`src/rtl/sig_scanner_pkg.sv`:
```
// Shared types, limits, mapper codes and configuration-packing helpers for
// the cartridge signature scanner.
package sig_scanner_pkg;

  // Scan sequencing states.
  typedef enum logic [1:0] {
    IDLE  = 2'd0,
    SCAN  = 2'd1,
    FINAL = 2'd2,
    DONE  = 2'd3
  } state_t;

  localparam int MAX_LANES     = 32;
  localparam int MAX_LEN_LIMIT = 8;

  // Standard 2600 bank-switching mapper codes.
  localparam logic [3:0] MAP_F8 = 4'd1;
  localparam logic [3:0] MAP_F6 = 4'd2;
  localparam logic [3:0] MAP_FE = 4'd3;
  localparam logic [3:0] MAP_E0 = 4'd4;
  localparam logic [3:0] MAP_3F = 4'd5;
  localparam logic [3:0] MAP_CV = 4'd9;
  localparam logic [3:0] MAP_E7 = 4'd12;

  // Place one pattern or mask byte for a lane (byte 0 is the oldest byte).
  function automatic logic [MAX_LANES*MAX_LEN_LIMIT*8-1:0] put_pat_byte(
    input logic [MAX_LANES*MAX_LEN_LIMIT*8-1:0] vec,
    input int lane, input int idx, input int max_len, input logic [7:0] value);
    logic [MAX_LANES*MAX_LEN_LIMIT*8-1:0] v;
    v = vec;
    v[(lane*max_len+idx)*8 +: 8] = value;
    return v;
  endfunction

  // Place a 4-bit per-lane field (signature length or mapper code).
  function automatic logic [MAX_LANES*4-1:0] put_nibble(
    input logic [MAX_LANES*4-1:0] vec, input int lane, input logic [3:0] value);
    logic [MAX_LANES*4-1:0] v;
    v = vec;
    v[lane*4 +: 4] = value;
    return v;
  endfunction

  // Place a per-lane match threshold of cnt_w bits.
  function automatic logic [MAX_LANES*8-1:0] put_need(
    input logic [MAX_LANES*8-1:0] vec, input int lane, input int cnt_w,
    input logic [7:0] value);
    logic [MAX_LANES*8-1:0] v;
    v = vec;
    for (int b = 0; b < 8; b++) begin
      if (b < cnt_w) v[lane*cnt_w+b] = value[b];
    end
    return v;
  endfunction

  // Mark lane 'lane' as suppressed whenever lane 'other' hits.
  function automatic logic [MAX_LANES*MAX_LANES-1:0] put_veto(
    input logic [MAX_LANES*MAX_LANES-1:0] vec, input int lane, input int other,
    input int num_lanes);
    logic [MAX_LANES*MAX_LANES-1:0] v;
    v = vec;
    v[lane*num_lanes+other] = 1'b1;
    return v;
  endfunction

endpackage

```
`src/rtl/sig_scanner_lane.sv`:
```
// One signature lane: masked comparison of the newest LEN window bytes,
// saturating match counter, sticky threshold hit and, when
// SIG_SCANNER_FIRSTADDR_EN is defined, the start address of the first match.
module sig_scanner_lane
  import sig_scanner_pkg::*;
#(
  parameter int                     MAX_LEN = 5,
  parameter int                     ADDR_W  = 20,
  parameter int                     CNT_W   = 4,
  parameter int                     LEN     = 1,
  parameter logic [MAX_LEN*8-1:0]   PAT     = '0,
  parameter logic [MAX_LEN*8-1:0]   MASK    = '1,
  parameter logic [CNT_W-1:0]       NEED    = '0
) (
  input  logic                 clk,
  input  logic                 reset,
  input  logic                 clr,
  input  logic                 en,
  input  logic [MAX_LEN*8-1:0] window,
  input  logic [3:0]           fill,
  input  logic [ADDR_W-1:0]    addr,
  output logic                 hit,
  output logic [ADDR_W-1:0]    first_addr
);

  localparam logic [4:0]       LEN_W   = 5'(LEN);
  localparam logic [CNT_W-1:0] CNT_MAX = '1;

  logic [MAX_LEN-1:0] byte_ok_s;
  logic               match_s;
  logic [CNT_W-1:0]   cnt_r;
  logic [CNT_W-1:0]   cnt_inc_s;
  logic               hit_r;
  logic               unused_s;

  // Window age k (0 = newest) lines up with pattern byte LEN-1-k.
  for (genvar j = 0; j < MAX_LEN; j++) begin : g_byte
    if (j < LEN) begin : g_used
      assign byte_ok_s[j] =
        ((window[(LEN-1-j)*8 +: 8] ^ PAT[j*8 +: 8]) & MASK[j*8 +: 8]) == 8'h00;
    end else begin : g_unused
      assign byte_ok_s[j] = 1'b1;
    end
  end

  // A match needs enough bytes of this scan to cover the whole signature.
  assign match_s   = en & (&byte_ok_s) & (({1'b0, fill} + 5'd1) >= LEN_W);
  assign cnt_inc_s = (cnt_r == CNT_MAX) ? cnt_r : cnt_r + 1'b1;
  assign unused_s  = ^{window, addr};

  // Saturating match counter and sticky threshold flag.
  always_ff @(posedge clk) begin
    if (reset || clr) begin
      cnt_r <= '0;
      hit_r <= 1'b0;
    end else if (match_s) begin
      cnt_r <= cnt_inc_s;
      if (cnt_inc_s == NEED) hit_r <= 1'b1;
    end
  end

  assign hit = hit_r;

`ifdef SIG_SCANNER_FIRSTADDR_EN
  logic [ADDR_W-1:0] first_addr_r;

  // Capture the first-byte address of this lane's first match (counter still zero).
  always_ff @(posedge clk) begin
    if (reset || clr) begin
      first_addr_r <= '0;
    end else if (match_s && (cnt_r == '0)) begin
      first_addr_r <= addr - ADDR_W'(LEN - 1);
    end
  end

  assign first_addr = first_addr_r;
`else
  assign first_addr = '0;
`endif

endmodule

```
`src/rtl/sig_scanner.sv`:
```
// Streaming byte-signature scanner for cartridge images. Owns the byte
// history, fill count, scan FSM, veto masking and priority encoder; the
// per-signature work is done by sig_scanner_lane instances.
// Optional feature macro: SIG_SCANNER_FIRSTADDR_EN (per-lane first match address).
module sig_scanner
  import sig_scanner_pkg::*;
#(
  parameter int NUM_PATTERNS = 8,
  parameter int MAX_LEN      = 5,
  parameter int ADDR_W       = 20,
  parameter int CNT_W        = 4,
  parameter logic [NUM_PATTERNS*MAX_LEN*8-1:0]    PAT_BYTES = '0,
  parameter logic [NUM_PATTERNS*MAX_LEN*8-1:0]    PAT_MASK  = '1,
  parameter logic [NUM_PATTERNS*4-1:0]            PAT_LEN   = '0,
  parameter logic [NUM_PATTERNS*CNT_W-1:0]        PAT_NEED  = '0,
  parameter logic [NUM_PATTERNS*NUM_PATTERNS-1:0] PAT_VETO  = '0,
  parameter logic [NUM_PATTERNS*4-1:0]            PAT_CODE  = '0
) (
  input  logic                           clk,
  input  logic                           reset,
  input  logic                           start,
  input  logic                           byte_valid,
  input  logic [7:0]                     byte_data,
  input  logic [ADDR_W-1:0]              byte_addr,
  input  logic                           byte_last,
  output logic                           busy,
  output logic                           done,
  output logic [NUM_PATTERNS-1:0]        hit_vec,
  output logic                           result_valid,
  output logic [3:0]                     result_code,
  output logic [NUM_PATTERNS*ADDR_W-1:0] first_addr
);

  localparam logic [3:0] FILL_MAX = 4'(MAX_LEN);

  state_t                       state_r, state_nx_s;
  logic [(MAX_LEN-1)*8-1:0]     hist_r;
  logic [3:0]                   fill_r;
  logic [MAX_LEN*8-1:0]         window_s;
  logic                         accept_s;
  logic [NUM_PATTERNS-1:0]      hit_s;
  logic [NUM_PATTERNS-1:0]      surv_s;
  logic [3:0]                   code_s;
  logic                         busy_r, done_r, result_valid_r;
  logic [3:0]                   result_code_r;

  // start wins over a byte presented in the same cycle.
  assign accept_s = (state_r == SCAN) & byte_valid & ~start;
  assign window_s = {hist_r, byte_data};

  // Byte history and fill count; both restart with every scan.
  always_ff @(posedge clk) begin
    if (reset || start) begin
      hist_r <= '0;
      fill_r <= 4'd0;
    end else if (accept_s) begin
      hist_r <= window_s[(MAX_LEN-1)*8-1:0];
      if (fill_r != FILL_MAX) fill_r <= fill_r + 4'd1;
    end
  end

  for (genvar i = 0; i < NUM_PATTERNS; i++) begin : g_lane
    sig_scanner_lane #(
      .MAX_LEN (MAX_LEN),
      .ADDR_W  (ADDR_W),
      .CNT_W   (CNT_W),
      .LEN     (int'(PAT_LEN[i*4 +: 4])),
      .PAT     (PAT_BYTES[i*MAX_LEN*8 +: MAX_LEN*8]),
      .MASK    (PAT_MASK[i*MAX_LEN*8 +: MAX_LEN*8]),
      .NEED    (PAT_NEED[i*CNT_W +: CNT_W])
    ) u_lane (
      .clk        (clk),
      .reset      (reset),
      .clr        (start),
      .en         (accept_s),
      .window     (window_s),
      .fill       (fill_r),
      .addr       (byte_addr),
      .hit        (hit_s[i]),
      .first_addr (first_addr[i*ADDR_W +: ADDR_W])
    );
  end

  // Veto masking, then lowest-index surviving lane selects the mapper code.
  always_comb begin
    surv_s = '0;
    code_s = 4'd0;
    for (int i = 0; i < NUM_PATTERNS; i++) begin
      surv_s[i] = hit_s[i] & ~(|(PAT_VETO[i*NUM_PATTERNS +: NUM_PATTERNS] & hit_s));
    end
    for (int i = NUM_PATTERNS - 1; i >= 0; i--) begin
      code_s = surv_s[i] ? PAT_CODE[i*4 +: 4] : code_s;
    end
  end

  // Next-state logic; start rearms the scan from any state.
  always_comb begin
    state_nx_s = state_r;
    if (start) begin
      state_nx_s = SCAN;
    end else begin
      case (state_r)
        IDLE:    state_nx_s = IDLE;
        SCAN:    state_nx_s = (byte_valid && byte_last) ? FINAL : SCAN;
        FINAL:   state_nx_s = DONE;
        DONE:    state_nx_s = DONE;
        default: state_nx_s = IDLE;
      endcase
    end
  end

  // State register, registered status flags and the latched result.
  always_ff @(posedge clk) begin
    if (reset) begin
      state_r        <= IDLE;
      busy_r         <= 1'b0;
      done_r         <= 1'b0;
      result_valid_r <= 1'b0;
      result_code_r  <= 4'd0;
    end else begin
      state_r <= state_nx_s;
      busy_r  <= (state_nx_s == SCAN) || (state_nx_s == FINAL);
      done_r  <= (state_nx_s == DONE);
      if (start) begin
        result_valid_r <= 1'b0;
        result_code_r  <= 4'd0;
      end else if (state_r == FINAL) begin
        result_valid_r <= |surv_s;
        result_code_r  <= code_s;
      end
    end
  end

  assign busy         = busy_r;
  assign done         = done_r;
  assign hit_vec      = hit_s;
  assign result_valid = result_valid_r;
  assign result_code  = result_code_r;

endmodule
```
`config.mk`:
```
export PLATFORM = sky130hd
export DESIGN_NAME = sig_scanner
export DESIGN_NICKNAME = d
export VERILOG_FILES = /design/src/rtl/sig_scanner_pkg.sv /design/src/rtl/sig_scanner_lane.sv /design/src/rtl/sig_scanner.sv
export SDC_FILE = /design/constraint.sdc
export NUM_CORES = 1
export LEC_CHECK = 0
export CAP_MARGIN = 40
export CORE_ASPECT_RATIO = 1.25
export CORE_UTILIZATION = 38
export DETAILED_ROUTE_END_ITERATION = 8
export PLACE_DENSITY = 0.83
export SLEW_MARGIN = 20
export SYNTH_ARGS = -nofsm -noshare
export SYNTH_HDL_FRONTEND = slang
export SYNTH_SLANG_ARGS = --single-unit
```
`constraint.sdc`:
```
create_clock -name clk -period 1.9 [get_ports clk]
set_clock_uncertainty 0.05 [all_clocks]
set_input_delay 0.19 -clock clk [delete_from_list [all_inputs] [get_ports clk]]
set_output_delay 0.19 -clock clk [all_outputs]
set_load 0.02 [all_outputs]
```
# After elaboration in Yosys (flattened, before gate mapping)
# Index checks and enable logic that the tools add are counted.
[word_totals]
word_cells = 86
in_bits = 33
output_inout_bits = 175
register_bits = 49
[classes]
eq_ne = 15
reduce_logical = 24
magnitude_cmp = 1
add_sub_neg = 10
mux = 11
n_bitwise = 4
[op_table]
columns = ["op", "n"]
rows = [
  ["adder 4 x 1 -> 4 bit (second input constant)", 9],
  ["== test 4 bit (second input constant)", 8],
  ["logical NOT 4 bit", 8],
  ["2-to-1 mux 4 bit", 8],
  ["AND reduction 2 bit", 9],
  ["== test 2 bit (second input constant)", 4],
  ["OR reduction 8 bit", 1],
  ["case mux 2 bit (3 select lines)", 1],
  ["adder 4 x 1 -> 5 bit (second input constant)", 1],
  ["greater-or-equal comparator 5 x 1 -> 1 bit (second input constant)", 1],
  ["== test 2 x 1 -> 1 bit (second input constant)", 2],
  ["2-to-1 mux 2 bit", 2],
  ["!= test 4 x 3 -> 1 bit (second input constant)", 1],
  ["OR reduction 2 bit", 2],
  ["AND 1 bit", 3],
  ["logical NOT 2 bit", 1],
  ["logical OR 1 bit", 2],
  ["logical AND 1 bit", 1],
  ["NOT 1 bit", 1],
]

# Depth between registers and ports, before layout
# Gate-level depths: netlist (run 1).
[depth]
depth_word = 6
ltp_mapped = 6
mapped_depth_nobuf = 5

# Modules after synthesis
# From an unflattened synthesis (run 1), not the netlist that was laid out.
[hier_totals]
hier_cells = 587
hier_area_um2 = 4889.7
[by_module_without_submodules]
columns = ["module", "instances", "cells_per_inst", "seq_area_each_um2", "area_each_um2"]
rows = [
  ["sig_scanner_lane", 8, 50, 100.1, 417.9],
  ["sig_scanner", 1, 187, 820.8, 1546.5],
]

# Worst setup path before layout (run 1)
# No wires, ideal clock.
[synth_path]
path_kind = "flip-flop to flip-flop"
from = "reg state_r[1]"
to = "reg g_lane[0].u_lane.cnt_r[1]"
n_path_buf = 2
arrival_ns = 1.168
t_required_ns = 1.722
setup_ns = 0.128
path_stages_with_launch = 7
path_slack_ns = 0.555
synth_period_minus_slack_ns = 1.345
path_cell_list = "dfxtp_1 -> nand4bb_1 -> buf_4 -> buf_6 -> a31oi_4 -> mux2i_1 -> nor2_1"
[synth_via]
elab_chain_cells = 4
[synth_lines]
columns = ["element", "line_no", "source"]
rows = [
  ["start, declared", "sig_scanner.sv:36", "state_t state_r, state_nx_s;"],
  ["start signal, assigned", "sig_scanner.sv:121", "state_r <= state_nx_s;"],
  ["== test 2 x 1 -> 1 bit", "sig_scanner.sv:48", "assign accept_s = (state_r == SCAN) & byte_valid & ~start;"],
  ["AND 1 bit (2 in series)", "sig_scanner.sv:48", ""],
  ["AND 1 bit", "sig_scanner_lane.sv:47", "assign match_s = en & (&byte_ok_s) & (({1'b0, fill} + 5'd1) >= LEN_W);"],
  ["end signal, assigned", "sig_scanner_lane.sv:57", "cnt_r <= cnt_inc_s;"],
  ["end, declared", "sig_scanner_lane.sv:31", "logic [CNT_W-1:0] cnt_r;"],
]
# No other way between the ends.
# A chain may end at the register's enable or synchronous reset.

# Worst setup path in the final report (run 1)
[layout_path]
from = "reg g_lane[5].u_lane.hit_r"
to = "out hit_vec[5]"
[layout_rtl]
columns = ["element", "line_no", "source"]
rows = [
  ["start, declared", "sig_scanner_lane.sv:33", "logic hit_r;"],
  ["start signal, assigned", "sig_scanner_lane.sv:55", "hit_r <= 1'b0;"],
  ["start signal, assigned", "sig_scanner_lane.sv:58", "if (cnt_inc_s == NEED) hit_r <= 1'b1;"],
  ["end, declared", "sig_scanner.sv:28", "output logic [NUM_PATTERNS-1:0] hit_vec,"],
]
# No word-level cell between the ends.

==> report_table.html, run 1 <==
<table>
<tr><th>Metric</th><th>Value</th></tr>
<tr><th colspan="2">Floorplanning</th></tr>
<tr><td>Die Wd</td><td>87.4 um</td></tr>
<tr><td>Full die area</td><td>between 0.009 and 0.01 mm^2</td></tr>
<tr><td>Std cell rows</td><td>38</td></tr>
<tr><td>Overall die height</td><td>around 110 um</td></tr>
<tr><td>Effective utilization at floorplan</td><td>approximately two fifths</td></tr>
<tr><td>Core ar.</td><td>approximately 0.009 mm^2</td></tr>
<tr><td>IO Pins</td><td>~210</td></tr>
<tr><th colspan="2">Routing</th></tr>
<tr><td>DRC violation count after routing</td><td>0</td></tr>
<tr><td>Routed wire per std cell</td><td>9.17 um</td></tr>
<tr><td>Count of antenna-violating nets left after detailed routing</td><td>0</td></tr>
<tr><td>Avg Vias per Cell</td><td>between 4 and 5</td></tr>
<tr><td>Met3 WL</td><td>around 430 um</td></tr>
<tr><td>Via count</td><td>~2200</td></tr>
<tr><td>Detailed Route Iter0 Violations</td><td>a little over 60</td></tr>
<tr><td>Drt first pass iters</td><td>4</td></tr>
<tr><td>Wirelength, routed</td><td>around 5 mm</td></tr>
<tr><td>Top routing layer in use</td><td>met4</td></tr>
<tr><td>Detailed-route wire length on metal 1</td><td>1.81 mm</td></tr>
<tr><td>Met2 WL</td><td>roughly 2.6 mm</td></tr>
<tr><th colspan="2">Logic synthesis</th></tr>
<tr><td>Synth top area cells</td><td>sky130_fd_sc_hd__buf_4 (38%), sky130_fd_sc_hd__dfxtp_1 (26%), sky130_fd_sc_hd__mux2i_1 (3.8%)</td></tr>
<tr><td>Most common library cells after synthesis</td><td>sky130_fd_sc_hd__buf_4 (173), sky130_fd_sc_hd__dfxtp_1 (45), sky130_fd_sc_hd__nor2_1 (34)</td></tr>
<tr><td>Area fraction of the dominant cell type after synthesis</td><td>between 30% and 40%</td></tr>
<tr><td>Count of warnings emitted by yosys</td><td>0</td></tr>
<tr><td>Yosys top cell by area</td><td>sky130_fd_sc_hd__buf_4</td></tr>
<tr><td>Number of enable-type register cells in the synthesized netlist</td><td>0</td></tr>
<tr><td>Synthesized area divided by synthesized cell count</td><td>8.57 um^2</td></tr>
<tr><td>Post-synthesis sequential element count</td><td>45</td></tr>
<tr><td>Fraction of the yosys area taken by sequential cells</td><td>between 20% and 30%</td></tr>
<tr><td>Fraction of synthesis flops using an asynchronous set or reset pin</td><td>0%</td></tr>
<tr><td>Unique masters post-synth</td><td>35</td></tr>
<tr><td>Top-count cell post-synth</td><td>sky130_fd_sc_hd__buf_4</td></tr>
<tr><td>Cells after synthesis</td><td>just over 400</td></tr>
<tr><td>Synth Flop Type</td><td>sky130_fd_sc_hd__dfxtp_1</td></tr>
<tr><td>Netlist area before placement</td><td>approximately 0.0035 mm^2</td></tr>
<tr><th colspan="2">Setup path</th></tr>
<tr><td>Critical Setup Path Class</td><td>register to primary output</td></tr>
<tr><td>Launching element type of the critical path</td><td>register</td></tr>
<tr><td>R2R cell count</td><td>5</td></tr>
<tr><td>Slowest cell on crit path</td><td>sky130_fd_sc_hd__clkdlybuf4s50_1</td></tr>
<tr><td>Largest driver fanout on the critical path</td><td>3</td></tr>
<tr><td>Data required time at the worst endpoint</td><td>roughly 1700 ps</td></tr>
<tr><td>Worst Setup End Kind</td><td>primary output</td></tr>
<tr><td>Delay-heaviest family, CP</td><td>buffers and inverters</td></tr>
<tr><td>Worst stage delay on the critical path</td><td>between 600 and 700 ps</td></tr>
<tr><td>Cell-by-cell listing of the critical path</td><td>clkdlybuf4s50_1</td></tr>
<tr><td>Data arrival, critical path</td><td>~1300 ps</td></tr>
<tr><td>WP buf/inv</td><td>1</td></tr>
<tr><td>Critical path depth in cells</td><td>1</td></tr>
<tr><th colspan="2">STA</th></tr>
<tr><td>Rel. slew slack</td><td>66.4%</td></tr>
<tr><td>RSZ-0062 raised after global routing</td><td>false</td></tr>
<tr><td>Number of setup violations in the final report</td><td>0</td></tr>
<tr><td>Final hold vios</td><td>0</td></tr>
<tr><td>Highest Clock Rate</td><td>647 MHz</td></tr>
<tr><td>Period utilization</td><td>between 80 and 90%</td></tr>
<tr><td>Tightest Pin Transition</td><td>499 ps</td></tr>
<tr><td>Slack of the critical path</td><td>roughly 360 ps</td></tr>
<tr><td>Final Critical Period</td><td>1540 ps</td></tr>
<tr><td>Total Neg Setup Slack</td><td>0 ps</td></tr>
<tr><td>Max Slew Vio Count</td><td>0</td></tr>
<tr><th colspan="2">Pwr</th></tr>
<tr><td>P_int</td><td>1.52 mW</td></tr>
<tr><td>Total power density per cell area</td><td>678 mW/mm^2</td></tr>
<tr><td>Switching pwr</td><td>roughly 670 uW</td></tr>
<tr><td>Max VDD drop</td><td>between 0.0002 and 0.0003 V</td></tr>
<tr><td>Cell leakage power</td><td>~1.5 nW</td></tr>
<tr><td>Share of total power in sequential cells</td><td>between 40% and 50%</td></tr>
<tr><td>Switching power as a share of total power</td><td>a little under a third</td></tr>
<tr><td>Portion of total power attributed to combinational logic</td><td>17.6%</td></tr>
<tr><td>Part of the total power dissipated in the clock network</td><td>about two fifths</td></tr>
<tr><th colspan="2">Global route</th></tr>
<tr><td>Global-route wire length before repair</td><td>between 7 and 8 mm</td></tr>
<tr><td>Leftover overflow at the end of global routing</td><td>0</td></tr>
<tr><td>Initial antenna violation count</td><td>0</td></tr>
<tr><td>Global routing usage summed across all routing layers</td><td>a little over 10%</td></tr>
<tr><td>Number of global-route vias before repair</td><td>roughly 1900</td></tr>
<tr><td>Pin count of the biggest net entering global routing</td><td>34</td></tr>
<tr><th colspan="2">Place</th></tr>
<tr><td>Worst setup slack after placement</td><td>approximately 78 ps</td></tr>
<tr><td>Weighted congestion reported at the end of routability-driven placement</td><td>around 0.75</td></tr>
<tr><td>DP HPWL</td><td>3.65 mm</td></tr>
<tr><td>Number of I/O port buffers</td><td>15</td></tr>
<tr><th colspan="2">Final layout</th></tr>
<tr><td>Share of final-layout standard cells stronger than drive strength 1</td><td>under 10%</td></tr>
<tr><td>Post-layout nets</td><td>454</td></tr>
<tr><td>Number of antenna diodes</td><td>0</td></tr>
<tr><td>Layout overhead on the synthesized area</td><td>-6.94%</td></tr>
<tr><th colspan="2">Hold path</th></tr>
<tr><td>Worst hold path stage count</td><td>2</td></tr>
<tr><td>Path category of the worst min-delay check</td><td>register to register</td></tr>
<tr><th colspan="2">Clocking</th></tr>
<tr><td>Post-CTS sizing</td><td>0</td></tr>
<tr><td>TritonCTS clock tree</td><td>yes</td></tr>
<tr><td>Quantity of hold-fixing buffers added after cts</td><td>0</td></tr>
<tr><td>Inserted Clock Buffers</td><td>5</td></tr>
<tr><td>Buffers from clock root to sink, at most</td><td>2</td></tr>
<tr><td>Insertion delay of the later-clocked pin in the worst-skew pair</td><td>just under 300 ps</td></tr>
<tr><td>Total number of H-tree levels</td><td>2</td></tr>
<tr><td>Register clock-pin slew on the reported worst setup and hold paths</td><td>around 80 ps</td></tr>
<tr><td>TritonCTS Sinks</td><td>45</td></tr>
<tr><td>Post-CTS setup-driven buffer insertion count</td><td>0</td></tr>
<tr><td>Root buffer selected by CTS</td><td>sky130_fd_sc_hd__clkbuf_8</td></tr>
<tr><th colspan="2">Job</th></tr>
<tr><td>Max-capacitance violation count</td><td>0</td></tr>
<tr><th colspan="2">Status</th></tr>
<tr><td>Status</td><td>finished, final reports clean</td></tr>
</table>
==> cells by family after synthesis <==
kind of cell | synth area share, %
DFF | 26.0
other | 0.108
adders and majority gates | 3.25
and+or+nand+nor | 14.8
buffers and inverters | 38.7
xor gates and xnor gates | 3.54
AOI/OAI and AO/OA | 9.79
muxes | 3.76
==> state kept, by name (all words and copies together), names as in the netlist <==
name                 flops
busy                     1
done                     1
g_lane.u_lane.cnt_r     32
g_lane.u_lane.hit        8
result_valid             1
state_r                  2
==> final timing paths <==
check	endpoint	from	slack, ps
worst max-delay path	hit_vec[5]	g_lane[5].u_lane.hit	360
worst min-delay path	g_lane[2].u_lane.cnt_r[1]	g_lane[2].u_lane.cnt_r[1]	450
worst min register to register	g_lane[2].u_lane.cnt_r[1]	g_lane[2].u_lane.cnt_r[1]	450
worst max register to register	g_lane[6].u_lane.cnt_r[1]	state_r[0]	400
==> per-layer routing <==
layer / global-route usage [%] / vias up
met2: 20.3 / 134
met1: 9.96 / 994
met5: 0 / -
met4: 3.75 / 0
li1: - / 1019
met3: 3.41 / 5
==> power by group through the flow <==
stage	Clock, mW	Combinational, mW	Sequential (mW)
2_1_floorplan	0	0.602	0.982
3_3_place_gp	0	0.376	0.981
3_5_place_dp	0	0.378	0.981
4_1_cts	0.862	0.380	0.959
5_1_grt	0.907	0.420	0.961
6_report	0.842	0.385	0.959
==> metrics by stage <==
stage          hold slack [ps]  power [mW]  area, um^2  utilization [%]  cells
6_report                   445        2.19        3220             36.8    533
5_1_grt                    464        2.29        3220             36.8    533
4_1_cts                    443        2.20        3220             36.8    533
3_5_place_dp               431        1.36        3090             35.3    525
3_3_place_gp               413        1.36        3090             35.3    525
2_1_floorplan              212        1.58        4070                -    567
==> cell usage in the layout, fill, tap and decap left out, drive strengths merged, types with 2 or more instances in the layout <==
cell type	Yosys	final
xnor2	8	8
nor3	11	11
a31oi	15	15
bufinv	0	2
nor4	2	2
clkdlybuf4s50	0	15
clkbuf	3	5
a21oi	10	10
nand2b	7	7
buf	178	4
nor2	34	34
nand3	10	10
xor2	6	6
nand2	15	15
ha	9	9
and4b	3	3
o21ai	5	5
o21a	6	6
nor2b	5	5
dfxtp	45	45
or2	4	4
nor3b	6	6
conb	1	164
mux2i	13	13
==> layout make-up <==
class | instances | area, um^2
Multi-Input combinational cell | 341 | 1830
Fill cell | 870 | 5530
Tap cell | 120 | 150
Clock inverter | 3 | 65.1
Clock buffer | 5 | 68.8
Timing Repair Buffer | 19 | 205
Sequential cell | 45 | 901
No activity file was read; power rests on OpenSTA's default activity.
==> inputs of run 2 (changes only) <==
==> constraint.sdc (replaced) <==
create_clock -name clk -period 1.5 [get_ports clk]
set_clock_uncertainty 0.05 [all_clocks]
set_input_delay 0.15 -clock clk [delete_from_list [all_inputs] [get_ports clk]]
set_output_delay 0.15 -clock clk [all_outputs]
set_load 0.02 [all_outputs]
==> run 2 against run 1 <==
Compared with the run above: core utilization grew 0.99 points; first-iteration DRC count shrank 13%; register-to-register slack lost 330 ps; via count grew 0.70%; critical path type is now primary input to register; largest cell class unchanged; highest routed layer unchanged.
==> report_table.html, run 2 (same netlist as run 1, synthesis figures left out) <==
<table>
<tr><th>Metric</th><th>Value</th></tr>
<tr><th colspan="2">Place</th></tr>
<tr><td>Number of I/O port buffers</td><td>15</td></tr>
<tr><td>Weighted congestion reported at the end of routability-driven placement</td><td>roughly 0.79</td></tr>
<tr><td>DP HPWL</td><td>3.86 mm</td></tr>
<tr><th colspan="2">Global route</th></tr>
<tr><td>Leftover overflow at the end of global routing</td><td>0</td></tr>
<tr><td>Number of global-route vias before repair</td><td>1717</td></tr>
<tr><td>Global routing usage summed across all routing layers</td><td>a little over a tenth</td></tr>
<tr><td>Global-route wire length before repair</td><td>between 7 and 8 mm</td></tr>
<tr><td>Initial antenna violation count</td><td>0</td></tr>
<tr><td>Pin count of the biggest net entering global routing</td><td>22</td></tr>
<tr><th colspan="2">Setup path</th></tr>
<tr><td>R2R cell count</td><td>5</td></tr>
<tr><td>R2R setup slack</td><td>about 70 ps</td></tr>
<tr><td>Worst Setup End Kind</td><td>register</td></tr>
<tr><td>Cell-by-cell listing of the critical path</td><td>clkdlybuf4s50_1, buf_4, and4bb_4, nand2_4, o21bai_1, o41ai_2</td></tr>
<tr><td>Critical path depth in cells</td><td>6</td></tr>
<tr><td>Data required time at the worst endpoint</td><td>between 1500 and 2000 ps</td></tr>
<tr><td>Worst stage delay on the critical path</td><td>between 400 and 500 ps</td></tr>
<tr><td>Capturing point of the worst reg2reg path</td><td>g_lane[2].u_lane.hit</td></tr>
<tr><td>Destination of the critical timing path</td><td>g_lane[2].u_lane.hit</td></tr>
<tr><td>Startpoint of the most critical register-to-register path</td><td>g_lane[2].u_lane.cnt_r[0]</td></tr>
<tr><td>Slowest cell on crit path</td><td>sky130_fd_sc_hd__clkdlybuf4s50_1</td></tr>
<tr><td>Launching element type of the critical path</td><td>primary input</td></tr>
<tr><td>Worst setup path startpoint</td><td>start</td></tr>
<tr><td>Largest driver fanout on the critical path</td><td>5</td></tr>
<tr><td>Critical Setup Path Class</td><td>primary input to register</td></tr>
<tr><td>Delay-heaviest family, CP</td><td>buffers and inverters</td></tr>
<tr><td>Data arrival, critical path</td><td>about 1600 ps</td></tr>
<tr><td>WP buf/inv</td><td>2</td></tr>
<tr><th colspan="2">Clocking</th></tr>
<tr><td>Inserted Clock Buffers</td><td>5</td></tr>
<tr><td>Buffers from clock root to sink, at most</td><td>2</td></tr>
<tr><td>Insertion delay of the later-clocked pin in the worst-skew pair</td><td>roughly 310 ps</td></tr>
<tr><td>TritonCTS clock tree</td><td>yes</td></tr>
<tr><td>Root buffer selected by CTS</td><td>sky130_fd_sc_hd__clkbuf_8</td></tr>
<tr><td>Total number of H-tree levels</td><td>2</td></tr>
<tr><td>TritonCTS Sinks</td><td>45</td></tr>
<tr><td>Register clock-pin slew on the reported worst setup and hold paths</td><td>90 ps</td></tr>
<tr><th colspan="2">Routing</th></tr>
<tr><td>Detailed Route Iter0 Violations</td><td>54</td></tr>
<tr><td>Wirelength, routed</td><td>~4.9 mm</td></tr>
<tr><td>Drt first pass iters</td><td>4</td></tr>
<tr><td>Via count</td><td>~2200</td></tr>
<tr><td>DRC violation count after routing</td><td>0</td></tr>
<tr><td>Avg Vias per Cell</td><td>between 3 and 4</td></tr>
<tr><td>Routed wire per std cell</td><td>between 9 and 10 um</td></tr>
<tr><td>Count of antenna-violating nets left after detailed routing</td><td>0</td></tr>
<tr><th colspan="2">Floorplanning</th></tr>
<tr><td>Effective utilization at floorplan</td><td>between 30% and 40%</td></tr>
<tr><td>Core ar.</td><td>0.00875 mm^2</td></tr>
<tr><td>Full die area</td><td>~0.0095 mm^2</td></tr>
<tr><td>Die Wd</td><td>slightly below 90 um</td></tr>
<tr><td>IO Pins</td><td>roughly 210</td></tr>
<tr><td>Std cell rows</td><td>38</td></tr>
<tr><td>Overall die height</td><td>between 100 and 150 um</td></tr>
<tr><th colspan="2">Pwr</th></tr>
<tr><td>Max VDD drop</td><td>between 0.0002 and 0.0003 V</td></tr>
<tr><td>Portion of total power attributed to combinational logic</td><td>between 10% and 20%</td></tr>
<tr><td>Cell leakage power</td><td>about 1.6 nW</td></tr>
<tr><td>Switching pwr</td><td>~860 uW</td></tr>
<tr><td>P_int</td><td>between 1.5 and 2 mW</td></tr>
<tr><td>Switching power as a share of total power</td><td>32.7%</td></tr>
<tr><td>Part of the total power dissipated in the clock network</td><td>around a third</td></tr>
<tr><td>Share of total power in sequential cells</td><td>46.3%</td></tr>
<tr><td>Total power density per cell area</td><td>794 mW/mm^2</td></tr>
<tr><td>Pwr Total</td><td>between 2 and 3 mW</td></tr>
<tr><th colspan="2">STA</th></tr>
<tr><td>Period utilization</td><td>between 90 and 100%</td></tr>
<tr><td>Max Slew Vio Count</td><td>0</td></tr>
<tr><td>Worst slack on hold paths</td><td>434 ps</td></tr>
<tr><td>Final hold vios</td><td>0</td></tr>
<tr><td>Tightest Pin Transition</td><td>534 ps</td></tr>
<tr><td>Highest Clock Rate</td><td>a little under 700 MHz</td></tr>
<tr><td>Final Critical Period</td><td>1460 ps</td></tr>
<tr><td>Rel. slew slack</td><td>64.1%</td></tr>
<tr><td>Number of setup violations in the final report</td><td>0</td></tr>
<tr><td>RSZ-0062 raised after global routing</td><td>true</td></tr>
<tr><th colspan="2">Job</th></tr>
<tr><td>Max-capacitance violation count</td><td>0</td></tr>
<tr><th colspan="2">Final layout</th></tr>
<tr><td>Number of antenna diodes</td><td>0</td></tr>
<tr><td>Sequential cell area in the final layout</td><td>around 900 um^2</td></tr>
<tr><td>Footprint of the multi-input gates</td><td>0.00187 mm^2</td></tr>
<tr><td>Fill cells</td><td>~860</td></tr>
<tr><td>Layout overhead on the synthesized area</td><td>-4.45%</td></tr>
<tr><td>Max reg flops</td><td>32</td></tr>
<tr><td>Most common cell after layout, fill and taps aside</td><td>sky130_fd_sc_hd__conb_1</td></tr>
<tr><td>Top library cells by usage in the layout, fill and taps aside</td><td>sky130_fd_sc_hd__conb_1 (164), sky130_fd_sc_hd__dfxtp_1 (43), sky130_fd_sc_hd__nor2_1 (34), sky130_fd_sc_hd__nand2_1 (14), sky130_fd_sc_hd__mux2i_1 (13)</td></tr>
<tr><td>Share of final-layout standard cells stronger than drive strength 1</td><td>a little under a tenth</td></tr>
<tr><td>Post-layout nets</td><td>around 460</td></tr>
<tr><td>Register name with the most flops</td><td>g_lane.u_lane.cnt_r</td></tr>
<tr><th colspan="2">Status</th></tr>
<tr><td>Status</td><td>finished, final reports clean</td></tr>
<tr><th colspan="2">Hold path</th></tr>
<tr><td>Path category of the worst min-delay check</td><td>register to register</td></tr>
</table>
-- run 2: worst min path at each step --
stage                     cells past startpoint                 startpoint                   endpoint  slack (ps)
final                                         2  g_lane[2].u_lane.cnt_r[1]  g_lane[2].u_lane.cnt_r[1]         430
after global routing                          2  g_lane[2].u_lane.cnt_r[1]  g_lane[2].u_lane.cnt_r[1]         460
after CTS                                     2  g_lane[2].u_lane.cnt_r[1]  g_lane[2].u_lane.cnt_r[1]         430
after detailed placement                      2  g_lane[2].u_lane.cnt_r[1]  g_lane[2].u_lane.cnt_r[1]         420
after global placement                        2  g_lane[2].u_lane.cnt_r[1]  g_lane[2].u_lane.cnt_r[1]         410
after floorplan                               1                      reset                       busy         170
-- run 2: worst register-to-register path, stage by stage (launching register included) --
cell                       delay [ps]
sky130_fd_sc_hd__dfxtp_1          350
sky130_fd_sc_hd__ha_1             250
sky130_fd_sc_hd__nand3_1          160
sky130_fd_sc_hd__nand2_4           60
sky130_fd_sc_hd__o21bai_1         180
sky130_fd_sc_hd__o41ai_2          300
-- run 2: what timing repair did --
item / 4_1_cts / 5_1_grt
cloned: 0 / 0
setup buffers: 0 / 0
setup endpoints to repair: 11 / 7
gates resized for setup: 11 / 3
hold buffers: 0 / 0
pin swaps: 1 / 0
-- run 2: final cells by class --
type	count	area share (%)
Multi-Input combinational cell	341	56.4
Sequential cell	45	27.3
Timing Repair Buffer	29	8.62
Tap cell	120	4.54
Clock buffer	5	2.08
Clock inverter	2	1.06
-- run 2: power groups by stage --
| stage | combinational [mW] | clock [mW] | sequential, mW |
|---|---|---|---|
| after floorplan | 0.762 | 0 | 1.24 |
| after global placement | 0.497 | 0 | 1.24 |
| after detailed placement | 0.501 | 0 | 1.24 |
| after CTS | 0.506 | 0.920 | 1.22 |
| after global routing | 0.557 | 0.963 | 1.22 |
| final | 0.513 | 0.897 | 1.22 |
-- run 2: metal layers --
layer | vias up | track usage, % | share of wire [%]
met2 | 126 | 19.0 | 51
met1 | 996 | 11.6 | 39
met4 | 0 | 4.57 | 1.6
met3 | 8 | 2.27 | 8.1
met5 | - | 0 | 0
li1 | 1037 | - | -
-- run 2: through the flow --
step	TNS, ps	instance area, um^2	instances	worst slack [ps]	utilization, %
2_1_floorplan	0	4070	567	155	-
3_3_place_gp	-4480	3180	535	-210	36.3
3_5_place_dp	-6040	3180	535	-291	36.3
4_1_cts	0	3300	542	6.02	37.8
5_1_grt	-5.08	3310	542	-3.62	37.8
6_report	0	3310	542	39.9	37.8
